**config.mk**
```make
export PLATFORM = sky130hd
export DESIGN_NAME = codma_task_queue
export DESIGN_NICKNAME = d
export VERILOG_FILES = /design/src/rtl/codma_task_queue.sv
export SDC_FILE = /design/constraint.sdc
export NUM_CORES = 1
export LEC_CHECK = 0
export ABC_CLOCK_PERIOD_IN_PS = 15130
export BUFFER_PORTS_ARGS = -buffer_cell sky130_fd_sc_hd__buf_4
export CAP_MARGIN = 20
export CORE_ASPECT_RATIO = 1.75
export CORE_MARGIN = 10
export CORE_UTILIZATION = 63
export CTS_CLUSTER_SIZE = 14
export DETAILED_ROUTE_END_ITERATION = 12
export HOLD_SLACK_MARGIN = 0.02
export PLACE_DENSITY = 0.91
export SLEW_MARGIN = 20
export SYNTH_ARGS = -nofsm -noshare
export SYNTH_HDL_FRONTEND = slang
export SYNTH_SLANG_ARGS = --single-unit
```
**constraint.sdc**
```tcl
create_clock -name clk_i -period 15.13 [get_ports clk_i]
set_input_delay 3.7825 -clock clk_i [delete_from_list [all_inputs] [get_ports clk_i]]
set_output_delay 3.7825 -clock clk_i [all_outputs]
set_load 0.005 [all_outputs]
```
**src/rtl/codma_task_queue.sv**
```systemverilog
// codma_task_queue: buffers (task_ptr, status_ptr) pairs and launches them into
// the codma control interface one at a time (start, wait busy, wait completion).
// A launch that never sees busy within BUSY_TMO cycles is dropped with err_o.
// flush_i empties the queue and aborts an in-flight task through stop_o.
module codma_task_queue #(
  parameter int DEPTH    = 4,
  parameter int PTR_W    = 32,
  parameter int BUSY_TMO = 16
) (
  input  logic                       clk_i,
  input  logic                       reset_i,
  input  logic                       push_i,
  input  logic [PTR_W-1:0]           push_task_i,
  input  logic [PTR_W-1:0]           push_status_i,
  output logic                       push_ready_o,
  input  logic                       flush_i,
  output logic                       start_o,
  output logic                       stop_o,
  output logic [PTR_W-1:0]           task_pointer_o,
  output logic [PTR_W-1:0]           status_pointer_o,
  input  logic                       busy_i,
  input  logic                       irq_i,
  output logic [$clog2(DEPTH+1)-1:0] count_o,
  output logic                       done_o,
  output logic                       err_o,
  output logic                       overflow_o
);

  localparam int AW = $clog2(DEPTH);
  localparam int CW = $clog2(DEPTH + 1);
  localparam int TW = $clog2(BUSY_TMO + 1);

  typedef enum logic [2:0] {
    S_IDLE, S_LAUNCH, S_WAIT_BUSY, S_RUN, S_DONE, S_ABORT
  } state_e;

  state_e            state_q, state_d;
  logic [PTR_W-1:0]  task_mem   [DEPTH];
  logic [PTR_W-1:0]  status_mem [DEPTH];
  logic [AW-1:0]     wr_ptr_q, rd_ptr_q;
  logic [CW-1:0]     count_q, count_d;
  logic [TW-1:0]     tmo_cnt_q, tmo_cnt_d;
  logic              push_ready_q, start_q, stop_q, done_q, err_q, overflow_q;
  logic [PTR_W-1:0]  task_ptr_q, status_ptr_q;
  logic              push_acc, pop, timeout;

  // push_ready_q is registered, so a full queue never accepts in its pop cycle
  assign push_acc = push_i && push_ready_q && !flush_i;

  // Next-state logic; tmo_cnt counts cycles since the start_o cycle
  always_comb begin
    state_d   = state_q;
    tmo_cnt_d = tmo_cnt_q;
    pop       = 1'b0;
    timeout   = 1'b0;
    unique case (state_q)
      S_IDLE: begin
        tmo_cnt_d = '0;
        if (count_q != '0) state_d = S_LAUNCH;
      end
      S_LAUNCH: begin
        tmo_cnt_d = tmo_cnt_q + TW'(1);
        state_d   = S_WAIT_BUSY;
      end
      S_WAIT_BUSY: begin
        if (busy_i) begin
          state_d = S_RUN;
        end else if (tmo_cnt_q == TW'(BUSY_TMO - 1)) begin
          timeout = 1'b1;
          pop     = 1'b1;
          state_d = S_IDLE;
        end else begin
          tmo_cnt_d = tmo_cnt_q + TW'(1);
        end
      end
      // codma always drops busy on completion, so a busy fall counts as done
      S_RUN:   if (irq_i || !busy_i) state_d = S_DONE;
      S_DONE: begin
        pop     = 1'b1;
        state_d = S_IDLE;
      end
      S_ABORT: if (!busy_i) state_d = S_IDLE;
      default: state_d = S_IDLE;
    endcase
    // flush overrides everything; only an engaged codma needs stop_o
    if (flush_i) begin
      pop     = 1'b0;
      timeout = 1'b0;
      state_d = (state_q == S_WAIT_BUSY || state_q == S_RUN) ? S_ABORT : S_IDLE;
    end
  end

  // Occupancy: simultaneous push and pop leaves it unchanged
  always_comb begin
    count_d = count_q;
    if (flush_i)               count_d = '0;
    else if (push_acc && !pop) count_d = count_q + CW'(1);
    else if (!push_acc && pop) count_d = count_q - CW'(1);
  end

  // Queue storage, no reset so it maps onto RAM
  always_ff @(posedge clk_i) begin
    if (push_acc) begin
      task_mem[wr_ptr_q]   <= push_task_i;
      status_mem[wr_ptr_q] <= push_status_i;
    end
  end

  // State, pointers and registered outputs decoded from the next state
  always_ff @(posedge clk_i or posedge reset_i) begin
    if (reset_i) begin
      state_q      <= S_IDLE;
      wr_ptr_q     <= '0;
      rd_ptr_q     <= '0;
      count_q      <= '0;
      tmo_cnt_q    <= '0;
      push_ready_q <= 1'b1;
      start_q      <= 1'b0;
      stop_q       <= 1'b0;
      done_q       <= 1'b0;
      err_q        <= 1'b0;
      overflow_q   <= 1'b0;
      task_ptr_q   <= '0;
      status_ptr_q <= '0;
    end else begin
      state_q      <= state_d;
      count_q      <= count_d;
      tmo_cnt_q    <= tmo_cnt_d;
      push_ready_q <= (count_d != CW'(DEPTH));
      if (flush_i) begin
        wr_ptr_q <= '0;
        rd_ptr_q <= '0;
      end else begin
        if (push_acc) wr_ptr_q <= wr_ptr_q + AW'(1);
        if (pop)      rd_ptr_q <= rd_ptr_q + AW'(1);
      end
      start_q <= (state_d == S_LAUNCH);
      stop_q  <= (state_d == S_ABORT);
      done_q  <= (state_d == S_DONE);
      err_q   <= timeout;
      if (flush_i)                     overflow_q <= 1'b0;
      else if (push_i && !push_ready_q) overflow_q <= 1'b1;
      // head pointers latched on launch and held until the next launch
      if (state_q == S_IDLE && state_d == S_LAUNCH) begin
        task_ptr_q   <= task_mem[rd_ptr_q];
        status_ptr_q <= status_mem[rd_ptr_q];
      end
    end
  end

  assign push_ready_o     = push_ready_q;
  assign start_o          = start_q;
  assign stop_o           = stop_q;
  assign done_o           = done_q;
  assign err_o            = err_q;
  assign overflow_o       = overflow_q;
  assign count_o          = count_q;
  assign task_pointer_o   = task_ptr_q;
  assign status_pointer_o = status_ptr_q;

endmodule

```
==> results.cfg, run 1 <==
[grt]
grt_max_degree = 88
grt-ovfl-total = 0
grt_usage = 0.225
antenna_found_initial = 4
grt_pass1_vias = 8910
grt_pass1_wl_um = 51800

[synth]
yosys.area_share.simple = 0.0486
synth-xor-area-share = 0.00371
syn_area_sq_um = 14200
synth.distinct_cells = 52
synth.area.mux_share = 0.102
syn-num-nets = 930
synth-seq-cells = 341
synthCells = 851
synth_compound_area_frac = 0.111
synth-edff-count = 256
synth_fa_ha_area_frac = 0.00937
synth_top_family_by_area = compound AO/OA/AOI/OAI gates
seq_area_frac_synth = 0.693
yosysWarnings = 0
synth_ff_type = edfxtp_1
avgSynthCellArea_sq_um = 16.6
ys_async_sr_fraction = 0.249

[layout]
fill_cells = 1369
drive_gt1_frac = 0.294
utilization = 0.731
final_cells = 1281
seq_area_sq_um = 9820
multiInputGateArea_sq_um = 3950
design_area_sq_um = 16200
area_growth_pct = 14.4
nets = 1038

[sta]
rsz0062_at_grt = false
post-route-min-period_ps = 6490
hold_violations = 0
worst_pin_slew_ps = 1130
post-route-period-util = 0.429
fin_ws_ps = 8640
clock_skew_ps = 13.3
drv_slew = 0
setup_viol = 0
final.setup.tns_ps = 0
clock.fmax_mhz = 154
relSlewSlack = 0.247

[cts]
cts_buffers = 29
clk_pin_slew_worst_paths_ps = 70
cts_root_buffer = clkbuf_16
clkLatencyLatePin_ps = 560
cts_tree = built
cts_setup_buffers = 0
ctsResizeCount = 0
hold_buffers = 0
numClockSinks = 341
clk_path_buf_depth = 3
cts_max_level = 1

[die]
ios = 143
dieArea_sq_um = 29100
num_rows = 72
coreArea_sq_um = 22200
start_util = 0.639
die_x_um = 133
die_h_um = 218

[power]
power.switching_mw = 0.920
intPower_mw = 1.87
power_density_nw_per_um2 = 173
power_leakage_nw = 5.57
peakVddDrop_v = 0.000137
combPwrFrac = 0.305
pwr-share-clk = 0.241
sw_frac_of_total = 0.329
power_frac_seq = 0.454

[place]
dp_cells = 1224
hpwl_um = 18300
dp_worst_setup_slack_ps = 8210
dpl_cell_area_sq_um = 15300
place_congestion = 0.808
io_buffer_count = 142

[routing]
ant_nets = 0
routedWlPerCell_um = 25.8
vias = 8646
drt_iter0_markers = 1148
via_per_inst = 6.75
drc = 0
routed_wirelength_um = 33000
firstDrtPassIters = 6

[worst_setup_path]
worstPathArrival_ps = 6880
path_max_fanout = 87
critical_path_class = in2reg
critPathLaunchType = input port
r2r_cells = 9
required_ps = 15520
endpoint_kind = flop

[status]
outcome = finished clean

[min_path]
hold_class = reg2reg
whs_path_depth = 2

[flow_run]
max-cap-violations = 0
[stage by stage]
stage / hold slack (ps) / total power [mW]
4_1_cts: 502 / 2.80
3_5_place_dp: 486 / 2.12
2_1_floorplan: 486 / 1.80
3_3_place_gp: 482 / 2.07
5_1_grt: 528 / 2.93
6_report: 498 / 2.79
[logic make-up (layout without fill, tap and decap cells)]
group	Yosys count	after routing
AO/OA/AOI/OAI	220	220
XOR/XNOR	6	6
adder cells (fa/ha/maj)	11	11
buffers and inverters	90	220
flip-flops	341	341
multiplexers	64	64
other	0	4
AND/OR/NAND/NOR	119	119
[power by group through the flow]
stage | registers [mW] | logic (mW) | clock network [mW]
after floorplan | 1.23 | 0.566 | 0
after global placement | 1.27 | 0.796 | 0
after detailed placement | 1.28 | 0.842 | 0
after CTS | 1.26 | 0.855 | 0.679
after global routing | 1.28 | 0.924 | 0.720
final | 1.27 | 0.853 | 0.673
[cell usage in the layout, fill, tap and decap left out, types with 4 or more instances in the layout]
cell type  Yosys  layout
nand2b_1       4       4
o21ai_1       11       9
clkbuf_1      27      19
o211ai_2      15      15
mux4_2        64      64
nand3_1       69      69
edfxtp_1     256     256
dfrtp_1       84      82
o211ai_1     114     114
nor3b_2        1       5
o21ai_0       60      60
a21oi_1        4       4
ha_1           9       9
clkbuf_16      0      29
buf_4          9     153
diode_2        0       4
nor2_1        11      11
nor3_1         5       5
inv_1         13      12
[sequential cells by signal, indices dropped and copies added, names as in the netlist, 2 cells and up]
register / flops
count_o: 3
rd_ptr_q: 2
state_q: 3
status_mem: 128
status_pointer_o: 32
task_mem: 128
task_pointer_o: 32
tmo_cnt_q: 5
wr_ptr_q: 2
[synth_stat cells, types with 2 or more instances]
cell type | count | share of area
a211o_1 | 2 | 0.0012
a211oi_1 | 3 | 0.0016
a21oi_1 | 4 | 0.0014
and3_1 | 3 | 0.0013
and3b_1 | 2 | 0.0012
and4b_1 | 2 | 0.0014
buf_1 | 4 | 0.0011
buf_2 | 29 | 0.010
buf_4 | 9 | 0.0048
buf_6 | 7 | 0.0056
clkbuf_1 | 27 | 0.0072
dfrtp_1 | 84 | 0.15
edfxtp_1 | 256 | 0.54
ha_1 | 9 | 0.0080
inv_1 | 13 | 0.0034
maj3_1 | 2 | 0.0014
mux4_2 | 64 | 0.10
nand2_1 | 2 | 0.00053
nand2b_1 | 4 | 0.0018
nand3_1 | 69 | 0.024
nand4_1 | 3 | 0.0013
nor2_1 | 11 | 0.0029
nor3_1 | 5 | 0.0018
nor3b_1 | 6 | 0.0032
o211ai_1 | 114 | 0.060
o211ai_2 | 15 | 0.013
o21a_1 | 3 | 0.0016
o21ai_0 | 60 | 0.021
o21ai_1 | 11 | 0.0039
or2_2 | 2 | 0.00088
xnor2_1 | 3 | 0.0019
xor2_1 | 3 | 0.0019
[worst max-delay path: stages]
cell	delay [ps]
buf_4	770
nor2_1	170
o2111ai_4	150
buf_4	650
inv_2	690
o21ai_0	440
o211ai_1	160
[worst paths after layout]
kind                         startpoint                    to  slack (ps)
min reg2reg                  overflow_o            overflow_o         500
min in group asynchronous       reset_i            count_o[2]        3240
max reg2reg                tmo_cnt_q[0]  status_pointer_o[12]       11670
min                          overflow_o            overflow_o         500
max                             flush_i  status_pointer_o[12]        8640
max in group asynchronous       reset_i           rd_ptr_q[1]       10750
[cell type report]
class	instances	share of cell area
sequential	341	0.607
tap	296	0.0229
multi-input combinational	420	0.244
clock inverter	5	0.00209
clock buffer	48	0.0492
timing repair buffer	153	0.0709
inverter	14	0.00340
antenna	4	0.000618
[layer usage]
| metal | share of wire | global-route usage | vias up |
|---|---|---|---|
| met5 | 0 | 0 | - |
| li1 | - | - | 3661 |
| met3 | 0.080 | 0.0400 | 88 |
| met1 | 0.37 | 0.277 | 4370 |
| met4 | 0.046 | 0.117 | 0 |
| met2 | 0.51 | 0.372 | 527 |
Power figures use the tool's default switching activity.
==> run 2, diff against run 1 <==
--- a/config.mk
+++ b/config.mk
@@ -5,16 +5,16 @@
 export SDC_FILE = /design/constraint.sdc
 export NUM_CORES = 1
 export LEC_CHECK = 0
-export ABC_CLOCK_PERIOD_IN_PS = 15130
+export ABC_CLOCK_PERIOD_IN_PS = 6800
 export BUFFER_PORTS_ARGS = -buffer_cell sky130_fd_sc_hd__buf_4
 export CAP_MARGIN = 20
 export CORE_ASPECT_RATIO = 1.75
 export CORE_MARGIN = 10
-export CORE_UTILIZATION = 63
+export CORE_UTILIZATION = 59
 export CTS_CLUSTER_SIZE = 14
 export DETAILED_ROUTE_END_ITERATION = 12
 export HOLD_SLACK_MARGIN = 0.02
-export PLACE_DENSITY = 0.91
+export PLACE_DENSITY = 0.87
 export SLEW_MARGIN = 20
 export SYNTH_ARGS = -nofsm -noshare
 export SYNTH_HDL_FRONTEND = slang
==> constraint.sdc (replaced) <==
create_clock -name clk_i -period 6.8 [get_ports clk_i]
set_input_delay 1.7 -clock clk_i [delete_from_list [all_inputs] [get_ports clk_i]]
set_output_delay 1.7 -clock clk_i [all_outputs]
set_load 0.005 [all_outputs]
==> results.cfg, run 2 (same netlist as run 1, synthesis figures left out) <==
[status]
outcome = finished clean

[worst_setup_path]
r2r_cells = 9
crit_start = flush_i
worstSetupPathDepth = 7
worstPathArrival_ps = 4790
critPathTopFamily = buffers and inverters
path_max_fanout = 87
cp_cell_sequence = buf_4 -> nor2_1 -> o2111ai_4 -> buf_4 -> inv_2 -> o21ai_0 -> o211ai_2
cpMostUsedCell = buf_4
rr_endpoint = task_pointer_o[23]
endpoint_kind = flop
required_ps = 7190
reg2reg_from = tmo_cnt_q[0]
slowest_delay_ps = 780
slowest_stage = buf_4
critPathLaunchType = input port
critical_path_class = in2reg
worst-r2r-setup-slack_ps = 3390
critPathCapture = task_pointer_o[23]
crit_buf_inv = 3

[routing]
drc = 0
via_per_inst = 6.52
vias = 8461
ant_nets = 0
firstDrtPassIters = 6
drt_iter0_markers = 1027
routed_wirelength_um = 32500
routedWlPerCell_um = 25.0

[die]
dieArea_sq_um = 30800
die_h_um = 225
coreArea_sq_um = 23800
die_x_um = 137
num_rows = 75
start_util = 0.594
ios = 143

[grt]
grt_pass1_vias = 8953
grt_usage = 0.212
grt-ovfl-total = 0
grt_pass1_wl_um = 50900
antenna_found_initial = 4
grt_max_degree = 88

[cts]
numClockSinks = 341
cts_setup_buffers = 0
cts_root_buffer = clkbuf_16
clk_pin_slew_worst_paths_ps = 70
clk_path_buf_depth = 3
ctsResizeCount = 0
cts_buffers = 29
cts_max_level = 1
clkLatencyLatePin_ps = 560
hold_buffers = 0
cts_tree = built

[sta]
hold_violations = 0
clock.fmax_mhz = 227
post-route-min-period_ps = 4400
worst_pin_slew_ps = 1080
holdWs_ps = 532
final.setup.tns_ps = 0
rsz0062_at_grt = false
relSlewSlack = 0.278
setup_viol = 0
drv_slew = 0
clock_skew_ps = 15.4
post-route-period-util = 0.647

[layout]
area_growth_pct = 15.1
final_cell_mix = edfxtp_1 (256), buf_4 (155), o211ai_1 (114)
final_cells = 1297
drive_gt1_frac = 0.299
nets = 1042
layout_commonest_cell = edfxtp_1
reg_top3 = status_mem x128, task_mem x128

[place]
hpwl_um = 19000
place_congestion = 0.775
dp_cells = 1239
io_buffer_count = 142

[power]
power_density_nw_per_um2 = 383
power_leakage_nw = 5.62
peakVddDrop_v = 0.000260
p_total_mw = 6.24

[min_path]
hold_start = overflow_o
hold_class = reg2reg

[flow_run]
max-cap-violations = 0
## run 2: layer usage
layer | part of all wire | up-vias | track usage
met5 | 0.00040 | - | 0
met1 | 0.36 | 4344 | 0.250
li1 | - | 3659 | -
met3 | 0.067 | 75 | 0.0366
met2 | 0.54 | 381 | 0.371
met4 | 0.032 | 2 | 0.0870
## run 2: final cells by class
| type | instances | area (sq um) |
|---|---|---|
| timing repair buffer | 157 | 1190 |
| inverter | 14 | 55.1 |
| multi-input combinational | 420 | 3960 |
| fill | 1571 | 7540 |
| sequential | 341 | 9820 |
| tap | 308 | 385 |
| clock buffer | 51 | 848 |
| clock inverter | 3 | 22.5 |
| antenna | 3 | 7.51 |
## run 2: worst min-delay path by stage
stage                              end  slack [ps]  cells past startpoint
after floorplan             overflow_o         490                      2
after global placement      overflow_o         490                      2
after detailed placement  tmo_cnt_q[4]         540                      2
after CTS                 tmo_cnt_q[4]         550                      2
after global routing      tmo_cnt_q[4]         590                      2
final                       overflow_o         530                      2
## run 2: where the power goes
part           internal (mW)  switching [mW]  leakage [nW]
logic                  0.834            1.04          1.88
registers               2.53           0.288          3.33
clock network          0.842           0.704         0.417
total                   4.21            2.03          5.62
## run 2: worst min-delay path, cell delays in order (launching register included)
cell,delay (ps)
dfrtp_1,350
a21oi_1,40
nor2_1,90
## run 2: per-stage QoR
| stage | utilization | cell area, sq um | setup slack (ps) |
|---|---|---|---|
| global route | 0.684 | 16300 | 2230 |
| global placement | 0.646 | 15400 | 2080 |
| finish | 0.684 | 16300 | 2400 |
| CTS | 0.683 | 16300 | 2540 |
| floorplan | - | 14200 | -750 |
| detailed placement | 0.646 | 15400 | 1980 |
